<file path="config.mk">
export PLATFORM = sky130hd
export DESIGN_NAME = col_collect_flat
export DESIGN_NICKNAME = d
export VERILOG_FILES = /design/src/rtl/col_collect_if.sv /design/src/rtl/col_collect.sv /design/src/flat_wrapper.sv
export SDC_FILE = /design/constraint.sdc
export NUM_CORES = 1
export LEC_CHECK = 0
export ABC_AREA = 1
export ABC_CLOCK_PERIOD_IN_PS = 3350
export CAP_MARGIN = 20
export CELL_PAD_IN_SITES_DETAIL_PLACEMENT = 1
export CELL_PAD_IN_SITES_GLOBAL_PLACEMENT = 1
export CORE_ASPECT_RATIO = 2
export CORE_MARGIN = 4
export CORE_UTILIZATION = 35
export CTS_CLUSTER_DIAMETER = 150
export DETAILED_ROUTE_END_ITERATION = 12
export GPL_TIMING_DRIVEN = 0
export MAX_ROUTING_LAYER = met4
export PLACE_DENSITY_LB_ADDON = 0.1
export SYNTH_ARGS = -nofsm -noshare
export SYNTH_HDL_FRONTEND = slang
export SYNTH_SLANG_ARGS = --single-unit
</file>
<file path="constraint.sdc">
create_clock -name clk -period 3.35 [get_ports clk]
set_input_delay 1.005 -clock clk [delete_from_list [all_inputs] [get_ports clk]]
set_output_delay 1.005 -clock clk [all_outputs]
set_load 0.02 [all_outputs]
</file>
<file path="src/rtl/col_collect_if.sv">
// Column collector bus: per-column input strobes, serialised ready/valid output
// and sticky overflow flags.
interface col_collect_if #(
   parameter int unsigned COLS = 4,
   parameter int unsigned DW   = 2
);
   localparam int unsigned CW = $clog2(COLS);

   logic [COLS-1:0]         ival;
   logic [COLS-1:0][DW-1:0] idata;
   logic                    ovf_clr;
   logic                    ovalid;
   logic [DW-1:0]           odata;
   logic [CW-1:0]           ocol;
   logic                    oready;
   logic [COLS-1:0]         ovf;

   modport master (
      output ival, idata, ovf_clr, oready,
      input  ovalid, odata, ocol, ovf
   );

   modport slave (
      input  ival, idata, ovf_clr, oready,
      output ovalid, odata, ocol, ovf
   );
endinterface

</file>
<file path="src/rtl/col_collect.sv">
// Column result collector: per-column FIFOs drained round-robin onto one
// ready/valid stream tagged with the source column.
module col_collect #(
   parameter int unsigned COLS  = 4,
   parameter int unsigned DW    = 2,
   parameter int unsigned DEPTH = 4
) (
   input  logic         clk,
   input  logic         rstb,
   col_collect_if.slave bus
);
   localparam int unsigned CW = $clog2(COLS);
   localparam int unsigned PW = $clog2(DEPTH);
   localparam int unsigned NW = PW + 1;

   logic [DW-1:0]   mem     [COLS][DEPTH];
   logic [PW-1:0]   wr_ptr  [COLS];
   logic [PW-1:0]   rd_ptr  [COLS];
   logic [NW-1:0]   count   [COLS];
   logic [CW-1:0]   last;

   logic            out_free;
   logic            found;
   logic [CW-1:0]   gnt;
   logic [CW-1:0]   cand;
   logic [COLS-1:0] push;
   logic [COLS-1:0] pop;
   logic [COLS-1:0] drop;

   assign out_free = !bus.ovalid || bus.oready;

   // Cyclic search for the first non-empty column after the last grant
   always_comb begin
      found = 1'b0;
      gnt   = '0;
      cand  = '0;
      for (int i = 1; i <= int'(COLS); i++) begin
         cand = CW'((int'(last) + i) % int'(COLS));
         if (!found && count[cand] != '0) begin
            found = 1'b1;
            gnt   = cand;
         end
      end
   end

   // A full column still accepts a write when its head leaves this cycle
   always_comb begin
      pop  = '0;
      push = '0;
      drop = '0;
      for (int c = 0; c < int'(COLS); c++) begin
         pop[c]  = out_free && found && (gnt == CW'(c));
         push[c] = bus.ival[c] && ((count[c] != NW'(DEPTH)) || pop[c]);
         drop[c] = bus.ival[c] && !push[c];
      end
   end

   // Storage array, no reset needed: occupancy gates every read
   always_ff @(posedge clk) begin
      for (int c = 0; c < int'(COLS); c++) begin
         if (push[c]) mem[c][wr_ptr[c]] <= bus.idata[c];
      end
   end

   always_ff @(posedge clk or negedge rstb) begin
      if (!rstb) begin
         bus.ovalid <= 1'b0;
         bus.odata  <= '0;
         bus.ocol   <= '0;
         bus.ovf    <= '0;
         last       <= CW'(COLS - 1);
         for (int c = 0; c < int'(COLS); c++) begin
            wr_ptr[c] <= '0;
            rd_ptr[c] <= '0;
            count[c]  <= '0;
         end
      end else begin
         for (int c = 0; c < int'(COLS); c++) begin
            if (push[c]) wr_ptr[c] <= wr_ptr[c] + PW'(1);
            if (pop[c])  rd_ptr[c] <= rd_ptr[c] + PW'(1);
            count[c] <= count[c] + NW'(push[c]) - NW'(pop[c]);
         end
         // A fresh drop outranks a simultaneous clear
         bus.ovf <= (bus.ovf & ~{COLS{bus.ovf_clr}}) | drop;
         if (out_free) begin
            bus.ovalid <= found;
            if (found) begin
               bus.odata <= mem[gnt][rd_ptr[gnt]];
               bus.ocol  <= gnt;
               last      <= gnt;
            end
         end
      end
   end
endmodule

</file>
<file path="src/flat_wrapper.sv">
// flat-port wrapper written by rule: the top's interface ports become plain ports
module col_collect_flat 
#(
   parameter int unsigned COLS  = 4,
   parameter int unsigned DW    = 2,
   parameter int unsigned DEPTH = 4
)
  (clk, rstb, bus_ival, bus_idata, bus_ovf_clr, bus_oready, bus_ovalid, bus_odata, bus_ocol, bus_ovf);
  col_collect_if #(.COLS(COLS), .DW(DW)) bus_i ();
  input  logic clk;
  input  logic rstb;
  input wire logic [$bits(bus_i.ival)-1:0] bus_ival;
  input wire logic [$bits(bus_i.idata)-1:0] bus_idata;
  input wire logic [$bits(bus_i.ovf_clr)-1:0] bus_ovf_clr;
  input wire logic [$bits(bus_i.oready)-1:0] bus_oready;
  output wire logic [$bits(bus_i.ovalid)-1:0] bus_ovalid;
  output wire logic [$bits(bus_i.odata)-1:0] bus_odata;
  output wire logic [$bits(bus_i.ocol)-1:0] bus_ocol;
  output wire logic [$bits(bus_i.ovf)-1:0] bus_ovf;
  assign bus_i.ival = bus_ival;
  assign bus_i.idata = bus_idata;
  assign bus_i.ovf_clr = bus_ovf_clr;
  assign bus_i.oready = bus_oready;
  assign bus_ovalid = bus_i.ovalid;
  assign bus_odata = bus_i.odata;
  assign bus_ocol = bus_i.ocol;
  assign bus_ovf = bus_i.ovf;
  col_collect #(.COLS(COLS), .DW(DW), .DEPTH(DEPTH)) u_core (.clk(clk), .rstb(rstb), .bus(bus_i));
endmodule
</file>
==> summary.txt <==
Run status
  – Run status: completed

STA
  – Slew margin rel.: 70.1%
  – Crit share post-route: 95.1%
  – Setup TNS: 0 ps
  – Slew @ Worst Pin: 448 ps
  – Final Critical Period: 3180 ps
  – Fmax: 314 MHz
  – Final Hold Fails: 0
  – Final setup fails: 0
  – RSZ-0062 raised after global routing: yes
  – Clk_skew: 7.35 ps
  – Fin. max-slew vios: 0

Clock network
  – CTS tree: built
  – Sink Count: 71
  – Cts hold-fix bufs: 0
  – CTS root buf: clkbuf_16
  – Worst skew pair latency: 330 ps
  – Htree depth: 3
  – Num CTS Buffers: 9
  – Bufs on Longest Clock Path: 2
  – Worst-path clk slew: 60 ps

Setup path
  – R2R Path Start: u_core.last[0]$_DFFE_PN1P_
  – Crit-path max FO: 10
  – Crit-path max cell delay: 520 ps
  – CP most frequent cell: nand2_1
  – Worst R2R End: u_core.count[5]$_DFF_PN0_
  – Worst path cell trace: buf_6 > inv_4 > buf_6 > nand2_1 > nand2_1 > nor2_1 > nand2_1 > nand2_4 > inv_2 > nand2_2 > nand2_1 > nand2_2 > nand3_4 > buf_8 > nand3_2 > inv_1 > ha_1 > inv_1 > ha_1 > fa_1 > xor2_1
  – CP Launch Type: flip-flop
  – WS Path Type: reg -> reg
  – Reg2Reg Depth: 21
  – Slowest CP cell: dfstp_2
  – R2R setup slack: 170 ps
  – Worst EP required: 3560 ps
  – Crit path arrival time: 3400 ps
  – Critical path capture point type: flip-flop

Job
  – Max Cap Violations: 0

Hold path
  – Hold Path End: u_core.rd_ptr[3]$_DFFE_PN0P_
  – Hold depth: 1
  – Hold Path Class: reg -> reg
  – Worst Hold Launch: u_core.rd_ptr[3]$_DFFE_PN0P_

Layout
  – Layout cells sized above 1: 16.0%
  – Antenna diodes: 0
  – NumNets Final: 563
  – Area delta synth->final: 19.3%
  – Finished Cell Area: 4990 sq um
  – Non-Filler Instances: 669

Floorplanning
  – Die area: 13900 sq um
  – Chip height: 163 um
  – # IOs: 25
  – Initial Util: 35.7%
  – Core footprint: 11700 sq um
  – Die W: 85.3 um
  – Rows: 56

Synthesis
  – Register area share after synthesis: 46.4%
  – Number of synthesized flops with an enable pin: 32
  – Syn_area_per_cell: 8.78 sq um
  – Synth top cells by count: nand2_1, inv_1, nor2_1
  – Ys async rst share: 54.9%
  – Main synth FF type: dfrtp_1
  – Post-Syn Nets: 520
  – Synthesized instance count: 476
  – Distinct cell type count after synthesis: 28
  – Post-Syn Area: 4180 sq um
  – Top cell type by total area after synthesis: edfxtp_1
  – Most common cell in the netlist: nand2_1
  – Ys Warns: 0
  – Register bit total from synthesis: 71
  – Synth top area share: 23.0%
  – Synth area leaders: edfxtp_1, dfrtp_1, nand2_1, inv_1, ha_1

Place
  – DP HPWL: 8050 um
  – Gpl congestion: 0.818
  – Port Buf Inserts: 24
  – Placed Cells: 646
  – Placed Area: 4620 sq um

Route
  – Via Count: 3145
  – WL final: 9860 um
  – DRC viols: 0
  – ANT nets after route: 0
  – WL/cell: 14.7 um
  – Vias per inst: 4.70
  – DR iter-0 viols: 71
  – Drt first pass iters: 4

GRT
  – Total Routing Usage GR: 16.0%
  – Largest net degree at the start of global routing: 24
  – First-pass GRT wire length: 16400 um
  – Vias in the first global route: 3537
  – Antenna violations before repair: 0
  – Gr ovfl total: 0
layout by cell type, fill, tap and decap left out, types with 2 or more instances in the layout:
master and count:
buf_6 9, nor2_1 37, xnor2_1 7, nor2_2 3, o22ai_1 4, dfrtp_1 37, o21ai_1 5, nand2_1 106
nand2_4 4, nand4_1 22, nand3_1 27, ha_1 24, nand3_2 7, inv_2 7, clkbuf_16 9, fa_1 4
inv_4 2, clkdlybuf4s50_1 23, nand3_4 2, nand2_2 15, o21ai_0 6, nand4_2 2, buf_4 10, edfxtp_1 32
xor2_1 9, dfstp_2 2, inv_1 95, clkinv_2 2, clkinvlp_4 3
layer usage:
layer  up-vias  track usage, %  routed length, um
li1       1564               -                  -
met2        34            31.1               5870
met1      1530            14.6               3490
met3        17            2.94                197
met5         -               -                  0
met4         0            6.70                303
repair_timing:
action,CTS,global route
gates resized for setup,0,7
endpoints found under the setup margin,0,6
buffers inserted,0,7
metrics by stage:
step / hold slack [ps] / setup WS, ps / utilization (%)
2_1_floorplan: 442 / 477 / -
3_3_place_gp: 457 / 25.2 / 39.3
3_5_place_dp: 471 / 10.2 / 39.4
4_1_cts: 479 / 41.8 / 42.0
5_1_grt: 499 / -4.55 / 42.6
6_report: 481 / 166 / 42.6
area by class of cell:
type                            count  area (sq um)
Tap cell                          145           181
Timing Repair Buffer               32           308
Fill cell                        1389          6720
Sequential cell                    71          1940
Clock buffer                       10           229
Inverter                          106           405
Multi-Input combinational cell    286          1710
Buffer                             13           139
Clock inverter                      6          70.1
logic make-up (layout without fill, tap and decap cells):
group | Yosys count | count (layout) | share of synthesized area (%)
adders and majority gates | 28 | 28 | 9.10
buffers and inverters | 119 | 167 | 12.9
xor gates and xnor gates | 16 | 16 | 3.35
and+or+nand+nor | 226 | 226 | 26.2
AOI/OAI and AO/OA | 16 | 16 | 2.04
DFF | 71 | 71 | 46.4
sequential cells by signal (all words and copies together), names as in the netlist:
name               count
u_core.bus.ovalid      1
u_core.mem            32
u_core.bus.ocol        2
u_core.bus.odata       2
u_core.wr_ptr          8
u_core.count          12
u_core.last            2
u_core.bus.ovf         4
u_core.rd_ptr          8
worst max-delay path, delay by kind of cell, from the launching register on:
family,cells,cell delay [ps]
AND/OR/NAND/NOR,10,880
flip-flops,1,520
adder cells (fa/ha/maj),3,830
XOR/XNOR,1,170
buffers and inverters,7,650
worst max-delay path by stage:
stage,startpoint,end,slack [ps],cells after the start
after floorplan,u_core.last[0]$_DFFE_PN1P_,u_core.count[5]$_DFF_PN0_,480,21
after global placement,bus_oready,u_core.count[11]$_DFF_PN0_,30,13
after detailed placement,bus_oready,u_core.count[11]$_DFF_PN0_,10,13
after CTS,u_core.last[0]$_DFFE_PN1P_,u_core.count[11]$_DFF_PN0_,40,18
after global routing,u_core.last[0]$_DFFE_PN1P_,u_core.count[2]$_DFF_PN0_,-5,22
final,u_core.last[0]$_DFFE_PN1P_,u_core.count[5]$_DFF_PN0_,170,21
Power is left out: the tool's default activity adds up to more than one toggle a clock period on the data nets, which glitch-free logic cannot reach.
